### config.mk
export PLATFORM = sky130hd
export DESIGN_NAME = csa_seq_mul
export DESIGN_NICKNAME = d
export VERILOG_FILES = /design/src/rtl/mul_pkg.sv /design/src/rtl/csa3t2.sv /design/src/rtl/csa_seq_mul.sv
export SDC_FILE = /design/constraint.sdc
export NUM_CORES = 1
export LEC_CHECK = 0
export BUFFER_PORTS_ARGS = -buffer_cell sky130_fd_sc_hd__buf_2
export CAP_MARGIN = 20
export CORE_ASPECT_RATIO = 0.75
export CORE_UTILIZATION = 54
export DETAILED_ROUTE_END_ITERATION = 8
export GPL_TIMING_DRIVEN = 0
export HOLD_SLACK_MARGIN = 0.02
export PLACE_DENSITY = 0.79
export SLEW_MARGIN = 20
export SYNTH_ARGS = -nofsm -noshare
export SYNTH_HDL_FRONTEND = slang
export SYNTH_SLANG_ARGS = --single-unit
### constraint.sdc
create_clock -name clk -period 9.6 [get_ports clk]
set_clock_uncertainty 0.05 [all_clocks]
set_input_delay 1.44 -clock clk [delete_from_list [all_inputs] [get_ports clk]]
set_output_delay 1.44 -clock clk [all_outputs]
set_load 0.02 [all_outputs]
### src/rtl/mul_pkg.sv
// rtl/mul_pkg.sv - shared types and constants for the sequential carry-save multiplier
package mul_pkg;

  // Default operand width of the multiplier backend.
  localparam int MUL_WIDTH = 32;

  // Controller states.
  typedef enum logic [1:0] {
    IDLE    = 2'd0,
    MUL     = 2'd1,
    RESOLVE = 2'd2,
    DONE    = 2'd3
  } state_e;

  // Bit-counter width for a given operand width (at least one bit).
  function automatic int cnt_width(input int w);
    return (w > 1) ? $clog2(w) : 1;
  endfunction

endpackage

### src/rtl/csa3t2.sv
// rtl/csa3t2.sv - 3:2 carry-save adder, one full adder per bit
module csa3t2 #(
  parameter int WIDTH = 64
) (
  input  logic [WIDTH-1:0] in_a,
  input  logic [WIDTH-1:0] in_b,
  input  logic [WIDTH-1:0] in_c,
  output logic [WIDTH-1:0] out,
  output logic [WIDTH-1:0] cout
);

  // Bitwise sum and majority; cout[i] carries weight 2^(i+1).
  always_comb begin
    out  = in_a ^ in_b ^ in_c;
    cout = (in_a & in_b) | (in_a & in_c) | (in_b & in_c);
  end

endmodule

### src/rtl/csa_seq_mul.sv
// rtl/csa_seq_mul.sv - iterative shift-add multiplier with redundant accumulator
module csa_seq_mul
  import mul_pkg::*;
#(
  parameter int WIDTH = MUL_WIDTH
) (
  input  logic                 clk,
  input  logic                 rst,
  input  logic                 in_valid,
  output logic                 in_ready,
  input  logic [WIDTH-1:0]     in_a,
  input  logic [WIDTH-1:0]     in_b,
  input  logic                 in_a_signed,
  input  logic                 in_b_signed,
  output logic                 out_valid,
  input  logic                 out_ready,
  output logic [2*WIDTH-1:0]   out_prod
);

  localparam int PW = 2 * WIDTH;
  localparam int CW = cnt_width(WIDTH);
  localparam logic [CW-1:0] CNT_LAST = CW'(WIDTH - 1);

  state_e          state_q, state_d;
  logic [WIDTH-1:0] mag_a_q, mag_a_d;
  logic [WIDTH-1:0] mag_b_q, mag_b_d;
  logic             neg_q, neg_d;
  logic [PW-1:0]    acc_sum_q, acc_sum_d;
  logic [PW-1:0]    acc_carry_q, acc_carry_d;
  logic [CW-1:0]    cnt_q, cnt_d;
  logic [PW-1:0]    prod_q, prod_d;

  logic [PW-1:0]    pp;
  logic [PW-1:0]    carry_sh;
  logic [PW-1:0]    csa_sum;
  logic [PW-1:0]    csa_cout;
  logic [PW-1:0]    p_sum;
  logic             a_neg;
  logic             b_neg;

  // Partial product for the current multiplier bit and the re-weighted carry vector.
  always_comb begin
    carry_sh = acc_carry_q << 1;
    pp       = mag_b_q[cnt_q] ? ({{WIDTH{1'b0}}, mag_a_q} << cnt_q) : '0;
    p_sum    = acc_sum_q + carry_sh;
  end

  csa3t2 #(
    .WIDTH (PW)
  ) u_csa (
    .in_a (acc_sum_q),
    .in_b (carry_sh),
    .in_c (pp),
    .out  (csa_sum),
    .cout (csa_cout)
  );

  // Next-state logic: operand capture, per-bit compression, final resolve and handshake.
  always_comb begin
    state_d     = state_q;
    mag_a_d     = mag_a_q;
    mag_b_d     = mag_b_q;
    neg_d       = neg_q;
    acc_sum_d   = acc_sum_q;
    acc_carry_d = acc_carry_q;
    cnt_d       = cnt_q;
    prod_d      = prod_q;
    a_neg       = in_a_signed && in_a[WIDTH-1];
    b_neg       = in_b_signed && in_b[WIDTH-1];
    in_ready    = (state_q == IDLE);
    out_valid   = (state_q == DONE);

    unique case (state_q)
      IDLE: begin
        if (in_valid) begin
          // Magnitude of the most negative value wraps to itself, which is correct unsigned.
          mag_a_d     = a_neg ? (~in_a + 1'b1) : in_a;
          mag_b_d     = b_neg ? (~in_b + 1'b1) : in_b;
          neg_d       = a_neg ^ b_neg;
          acc_sum_d   = '0;
          acc_carry_d = '0;
          cnt_d       = '0;
          state_d     = MUL;
        end
      end
      MUL: begin
        acc_sum_d   = csa_sum;
        acc_carry_d = csa_cout;
        cnt_d       = cnt_q + 1'b1;
        if (cnt_q == CNT_LAST) begin
          state_d = RESOLVE;
        end
      end
      RESOLVE: begin
        prod_d  = neg_q ? (~p_sum + 1'b1) : p_sum;
        state_d = DONE;
      end
      DONE: begin
        if (out_ready) begin
          state_d = IDLE;
        end
      end
      default: state_d = IDLE;
    endcase
  end

  // State and datapath registers with synchronous reset.
  always_ff @(posedge clk) begin
    if (rst) begin
      state_q     <= IDLE;
      mag_a_q     <= '0;
      mag_b_q     <= '0;
      neg_q       <= 1'b0;
      acc_sum_q   <= '0;
      acc_carry_q <= '0;
      cnt_q       <= '0;
      prod_q      <= '0;
    end else begin
      state_q     <= state_d;
      mag_a_q     <= mag_a_d;
      mag_b_q     <= mag_b_d;
      neg_q       <= neg_d;
      acc_sum_q   <= acc_sum_d;
      acc_carry_q <= acc_carry_d;
      cnt_q       <= cnt_d;
      prod_q      <= prod_d;
    end
  end

  assign out_prod = prod_q;

endmodule

==> results of run 1 <==
placed cells by master (no fill, tap or decap), types with 18 or more instances in the layout:
master and count:
a211oi_1 115, a21oi_1 204, a22oi_1 74, buf_1 18, buf_2 141, clkbuf_1 159, clkbuf_16 28, dfxtp_1 263
fa_1 63, ha_1 72, inv_1 96, mux2i_1 37, mux4_2 32, nand2_1 222, nand3_1 27, nand4_1 38
nor2_1 476, nor3_1 42, nor4_1 21, o211ai_1 19, o21ai_0 127, o22ai_1 22, o31ai_1 37, or3_1 35
or4_1 18, xnor2_1 55, xor2_1 87
cell families after synthesis:
kind of cell | after synthesis | share of synthesized area
AOI/OAI and AO/OA | 748 | 0.244
and+or+nand+nor | 957 | 0.212
xor gates and xnor gates | 142 | 0.0618
buffers and inverters | 276 | 0.0530
adders and majority gates | 135 | 0.108
DFF | 263 | 0.262
muxes | 79 | 0.0599
where the power goes:
part	total, mW	internal, mW	switching (mW)
Clock	1.11	0.620	0.492
Sequential	1.39	1.26	0.124
Combinational	1.91	0.547	1.37
final timing paths:
check | end | depth (start not counted) | slack, ns | start
max | out_prod[59] | 14 | 3.41 | acc_sum_q[5]
min | mag_b_q[30] | 2 | 0.41 | mag_b_q[30]
max reg2reg | out_prod[59] | 14 | 3.41 | acc_sum_q[5]
min reg2reg | mag_b_q[30] | 2 | 0.41 | mag_b_q[30]
Yosys cell counts (17+ instances only):
master | n | area [µm²]
nor3_1 | 42 | 210
fa_1 | 63 | 1260
o31ai_1 | 37 | 278
a311oi_1 | 17 | 149
inv_1 | 96 | 360
o21ai_0 | 127 | 636
or3_1 | 35 | 219
mux2i_1 | 37 | 370
nor2_1 | 476 | 1790
dfxtp_1 | 263 | 5270
clkbuf_1 | 151 | 567
xor2_1 | 87 | 762
o22ai_1 | 22 | 138
nand4_1 | 38 | 238
ha_1 | 72 | 901
o211ai_1 | 19 | 143
a21oi_1 | 204 | 1020
nand2_1 | 222 | 833
mux4_2 | 32 | 721
a211oi_1 | 115 | 863
nor4_1 | 21 | 131
or4_1 | 18 | 135
a22oi_1 | 74 | 556
nand3_1 | 27 | 135
xnor2_1 | 55 | 482
buf_1 | 18 | 67.6
layout make-up:
type	instances	area (µm²)	area share
clock buffers	39	772	0.0346
inverters	98	368	0.0165
multi-input cells	2061	13800	0.617
well taps	496	621	0.0278
clock inverters	12	151	0.00678
repair buffers	135	676	0.0303
flip-flops and latches	263	5270	0.236
plain buffers	178	698	0.0313
flip-flops by register name, summed over array words and instances, names as in the netlist:
name         count
state_q          2
mag_a_q         32
acc_sum_q       64
mag_b_q         32
neg_q            1
acc_carry_q     63
out_prod        64
cnt_q            5
worst register-to-register path, delay by kind of cell, from the launching register on:
| kind | cells | cell delay (ns) |
|---|---|---|
| AOI/OAI and AO/OA | 7 | 3.06 |
| adders and majority gates | 1 | 0.29 |
| buffers and inverters | 2 | 0.62 |
| DFF | 1 | 0.35 |
| and+or+nand+nor | 4 | 1.76 |
through the flow:
step | total power, mW | instance area (µm²) | hold WS [ns] | setup slack (ns)
6_report | 4.41 | 22300 | 0.405 | 3.41
5_1_grt | 4.58 | 22300 | 0.418 | 3.39
4_1_cts | 4.32 | 22300 | 0.406 | 3.84
3_5_place_dp | 3.23 | 21400 | 0.397 | 3.86
3_3_place_gp | 3.17 | 21400 | 0.388 | 3.88
2_1_floorplan | 2.56 | 20100 | 0.379 | 5.05
routing by layer:
metal,vias up,routed length [µm]
met1,10400,34000
li1,9684,-
met4,0,2070
met5,-,0
met3,152,11200
met2,1373,30400
==> impl_metrics.py, run 1 <==
metrics = {
    "global_routing": {
        "grtUsageMet1": 0.603,
        "met2_usage": 0.554,
        "gr-max-usage-layer": "met1",
        "grt-ovfl-total": 0,
        "grt_pass1_wl_mm": 118,
        "grt_pass1_vias": 19800,
        "use_met3": 0.120,
        "antenna_found_initial": 0,
        "grt_max_degree": 16,
        "grt_usage": 0.403,
    },
    "floorplanning": {
        "die_area_um2": 38000,
        "ios": 136,
        "die_w_um": 225,
        "num_rows": 60,
        "initial_core_util": 0.555,
        "core_area_um2": 36300,
        "fp.dieH_um": 169,
    },
    "clock_network": {
        "cts_resized": 0,
        "root_buffer": "clkbuf_16",
        "clock_latency_ns": 0.61,
        "cts_tree": "yes",
        "cts_buffers": 28,
        "cts_hold_buf": 0,
        "clock_path_buffers": 3,
        "clkSlewWorstSetupHoldPaths_ns": 0.07,
        "cts_setup_buffers": 0,
        "cts.htree.levels": 1,
        "clock-sinks": 263,
    },
    "critical_path": {
        "crit_buf_inv": 2,
        "end_kind": "flip-flop",
        "cp_max_fo": 10,
        "critPathMaxStageDelay_ns": 0.79,
        "crit_family": "compound AO/OA/AOI/OAI gates",
        "path_cells": "ha_1, clkbuf_1, nand4_1, a21oi_1, o31ai_1, o221ai_1, a21oi_1, o211ai_1, o311ai_1, nor4bb_1, nand2b_1, clkbuf_1, or4_1, a31oi_1",
        "required_ns": 10.07,
        "worstPathArrival_ns": 6.67,
        "worstSetupStartpointType": "flip-flop",
        "setup.worst_path.class": "reg2reg",
        "slowest_stage": "o211ai_1",
    },
    "layout": {
        "num-fill-cells": 3343,
        "drive_gt1_frac": 0.0944,
        "final_util": 0.616,
        "syn2layout_area_growth_pct": 11.0,
        "fin_nets": 2970,
        "stdcell_count": 3282,
        "diodes": 0,
    },
    "yosys": {
        "postSynth.asyncResetShare": 0,
        "synth_cell_types": 87,
        "syn_nets": 2805,
        "syn_area_um2": 20100,
        "yosysSeqAreaShare": 0.262,
        "synth-edff-count": 0,
        "syn_area_per_cell_um2": 7.73,
        "synth-seq-cells": 263,
        "dominantRegCellSynth": "dfxtp_1",
        "yosys_warnings": 0,
        "syn-instance-count": 2600,
    },
    "timing": {
        "fin_tns_setup_ns": 0,
        "period_needed_ns": 6.19,
        "slew_violations": 0,
        "final_hold_viol_count": 0,
        "min_period_over_period": 0.645,
        "setup_viol": 0,
        "max_slew_margin": 0.256,
        "max_freq_mhz": 161,
        "rsz0062_at_grt": "no",
        "worst_slew_pin_slew_ns": 1.11,
    },
    "drt": {
        "drc_errors": 0,
        "ant_nets": 0,
        "viasPerCell": 6.59,
        "wire_per_inst_um": 23.7,
        "routed_wl_mm": 77.7,
        "drt_first_pass_iters": 7,
        "drt_iter0_drc": 3168,
        "vias": 21600,
    },
    "status": {
        "status": "completed",
    },
    "placement": {
        "place_inst": 3231,
        "place_congestion": 1.06,
        "hpwl_mm": 62.3,
        "portBuffers": 135,
    },
    "power": {
        "powerDensity_nw_per_um2": 198,
        "p_leak_nw": 8.32,
        "peakVddDrop_v": 0.000159,
    },
    "hold_path": {
        "hold_class": "reg2reg",
    },
    "job": {
        "max_cap_violations": 0,
    },
}
(Power assumes the default switching activity.)
==> inputs of run 2 (changes only) <==
--- a/config.mk
+++ b/config.mk
@@ -5,6 +5,7 @@
 export SDC_FILE = /design/constraint.sdc
 export NUM_CORES = 1
 export LEC_CHECK = 0
+export ABC_AREA = 1
 export BUFFER_PORTS_ARGS = -buffer_cell sky130_fd_sc_hd__buf_2
 export CAP_MARGIN = 20
 export CORE_ASPECT_RATIO = 0.75
@@ -12,7 +13,7 @@
 export DETAILED_ROUTE_END_ITERATION = 8
 export GPL_TIMING_DRIVEN = 0
 export HOLD_SLACK_MARGIN = 0.02
-export PLACE_DENSITY = 0.79
+export PLACE_DENSITY = 0.82
 export SLEW_MARGIN = 20
 export SYNTH_ARGS = -nofsm -noshare
 export SYNTH_HDL_FRONTEND = slang
==> constraint.sdc (replaced) <==
create_clock -name clk -period 5.28 [get_ports clk]
set_clock_uncertainty 0.05 [all_clocks]
set_input_delay 0.792 -clock clk [delete_from_list [all_inputs] [get_ports clk]]
set_output_delay 0.792 -clock clk [all_outputs]
set_load 0.02 [all_outputs]
==> impl_metrics.py, run 2 <==
metrics = {
    "power": {
        "p_leak_nw": 12.7,
        "powerDensity_nw_per_um2": 329,
        "power.share.sequential": 0.295,
        "peakVddDrop_v": 0.000290,
        "power.share.clock": 0.257,
        "combPwrFrac": 0.448,
        "p_total_mw": 8.35,
        "p_int_mw": 4.46,
        "p_sw_frac": 0.465,
        "p_sw_mw": 3.88,
    },
    "yosys": {
        "synthTopCellsByArea": "dfxtp_1, nand2_1, inv_1",
        "synth.most_common_cell": "nand2_1",
        "synth-seq-cells": 263,
        "synth_cell_types": 41,
        "dominantRegCellSynth": "dfxtp_1",
        "syn-instance-count": 3937,
        "synth.top_cell.area_share": 0.229,
        "yosys_warnings": 0,
        "yosys.area.top_type": "dfxtp_1",
        "postSynth.asyncResetShare": 0,
        "synth_commonest_cells": "nand2_1, inv_1, nor2_1, dfxtp_1, o21ai_0",
        "syn_area_per_cell_um2": 5.84,
        "syn_nets": 4142,
        "syn_area_um2": 23000,
        "yosysSeqAreaShare": 0.229,
        "synth-edff-count": 0,
    },
    "drt": {
        "viasPerCell": 5.57,
        "wire_per_inst_um": 18.4,
        "ant_nets": 0,
        "drt_iter0_drc": 3301,
        "drc_errors": 0,
        "drt_first_pass_iters": 6,
        "routed_wl_mm": 86.5,
        "vias": 26200,
    },
    "global_routing": {
        "grt_pass1_vias": 23600,
        "grt_usage": 0.397,
        "grt_max_degree": 16,
        "grt-ovfl-total": 0,
        "grt_pass1_wl_mm": 133,
        "antenna_found_initial": 1,
    },
    "placement": {
        "portBuffers": 135,
        "hpwl_mm": 71.3,
        "place_congestion": 1.06,
    },
    "critical_path": {
        "path_common_cell": "nand2_1",
        "critPathMaxStageDelay_ns": 0.60,
        "cp_max_fo": 10,
        "path_cells": "clkbuf_1, clkinv_1, clkbuf_1, a21oi_1, o21ai_0, nand2_1, nand2_1, nand3_1, nand2_1, nand2_1, clkbuf_1, o21ai_0, fa_1, o22ai_1, inv_1, nor2_1",
        "required_ns": 5.68,
        "slowest_stage": "fa_1",
        "worstSetupStartpointType": "flip-flop",
        "setup.worst_path.class": "reg2reg",
        "worstPathArrival_ns": 5.02,
        "end_kind": "flip-flop",
    },
    "layout": {
        "final_common_cell": "nand2_1",
        "num-fill-cells": 4273,
        "drive_gt1_frac": 0.0701,
        "final_cell_mix": "nand2_1, inv_1, nor2_1",
        "fin_nets": 4307,
        "final_util": 0.603,
        "diodes": 0,
        "syn2layout_area_growth_pct": 10.3,
    },
    "job": {
        "max_cap_violations": 0,
    },
    "floorplanning": {
        "die_area_um2": 43400,
        "core_area_um2": 42000,
        "num_rows": 65,
        "die_w_um": 240,
        "initial_core_util": 0.547,
        "ios": 136,
        "fp.dieH_um": 181,
    },
    "timing": {
        "slew_violations": 0,
        "min_period_over_period": 0.875,
        "setup_viol": 0,
        "final_hold_viol_count": 0,
        "rsz0062_at_grt": "no",
        "worst_slew_pin_slew_ns": 1.06,
        "period_needed_ns": 4.62,
        "fin_tns_setup_ns": 0,
        "max_slew_margin": 0.292,
        "max_freq_mhz": 216,
    },
    "hold_path": {
        "hold_class": "reg2reg",
    },
    "clock_network": {
        "clock_path_buffers": 3,
        "clock-sinks": 263,
        "clock_latency_ns": 0.58,
        "cts_resized": 0,
        "cts_setup_buffers": 0,
        "clkSlewWorstSetupHoldPaths_ns": 0.07,
        "root_buffer": "clkbuf_16",
        "cts_buffers": 28,
        "cts_tree": "yes",
        "cts_hold_buf": 0,
        "cts.htree.levels": 1,
    },
    "status": {
        "status": "completed",
    },
}
run 2: path summary, 6_finish.rpt:
| kind | from | end | slack, ns | cells after the start |
|---|---|---|---|---|
| worst max-delay path | cnt_q[0] | acc_sum_q[43] | 0.66 | 16 |
| worst min-delay path | mag_b_q[31] | mag_b_q[31] | 0.43 | 2 |
| worst max register to register | cnt_q[0] | acc_sum_q[43] | 0.66 | 16 |
| worst min register to register | mag_b_q[31] | mag_b_q[31] | 0.43 | 2 |
run 2: critical path: cells and delay by family, from the launching register on:
family	cells	cell delay [ns]
AOI/OAI and AO/OA	4	0.85
adders and majority gates	1	0.60
buffers and inverters	5	1.64
DFF	1	0.35
and+or+nand+nor	6	1.00
run 2: logic make-up (layout without fill, tap and decap cells):
kind of cell | count (synthesis) | after routing | synth area share
AO/OA/AOI/OAI | 595 | 595 | 0.140
XOR/XNOR | 89 | 89 | 0.0339
adder cells (fa/ha/maj) | 135 | 135 | 0.0940
buffers and inverters | 797 | 983 | 0.130
flip-flops | 263 | 263 | 0.229
multiplexers | 18 | 18 | 0.00783
AND/OR/NAND/NOR | 2040 | 2040 | 0.365
run 2: area by class of cell:
type	instances	area, µm²	share of cell area
buffer	143	539	0.0213
clock buffer	35	798	0.0315
clock inverter	16	181	0.00715
inverter	654	2450	0.0968
multi-input combinational	2877	14700	0.581
sequential	263	5270	0.208
tap	569	712	0.0281
timing repair buffer	135	676	0.0266
run 2: per-stage QoR:
stage          hold slack, ns  instances  setup slack, ns  instance area (µm²)
3_3_place_gp            0.411       4641             1.13                24400
3_5_place_dp            0.414       4641             1.04                24400
4_1_cts                 0.426       4692             1.03                25400
2_1_floorplan           0.392       3937             2.47                23000
6_report                0.427       4692            0.659                25400
5_1_grt                 0.456       4692            0.639                25400
run 2: routing by layer:
layer / GRT usage / share of wire / vias to the layer above / wire, µm
li1: - / - / 12600 / -
met1: 0.606 / 0.46 / 12100 / 39500
met2: 0.526 / 0.37 / 1379 / 32000
met3: 0.137 / 0.15 / 94 / 13100
met4: 0.0820 / 0.022 / 0 / 1900
met5: 0 / 0 / - / 0
run 2: power by group through the flow:
stage,clock network (mW),logic (mW),registers (mW)
floorplan,0,2.10,2.64
global route,2.22,4.01,2.49
CTS,2.14,3.55,2.46
detailed placement,0,3.53,2.49
global placement,0,3.50,2.49
finish,2.14,3.74,2.46
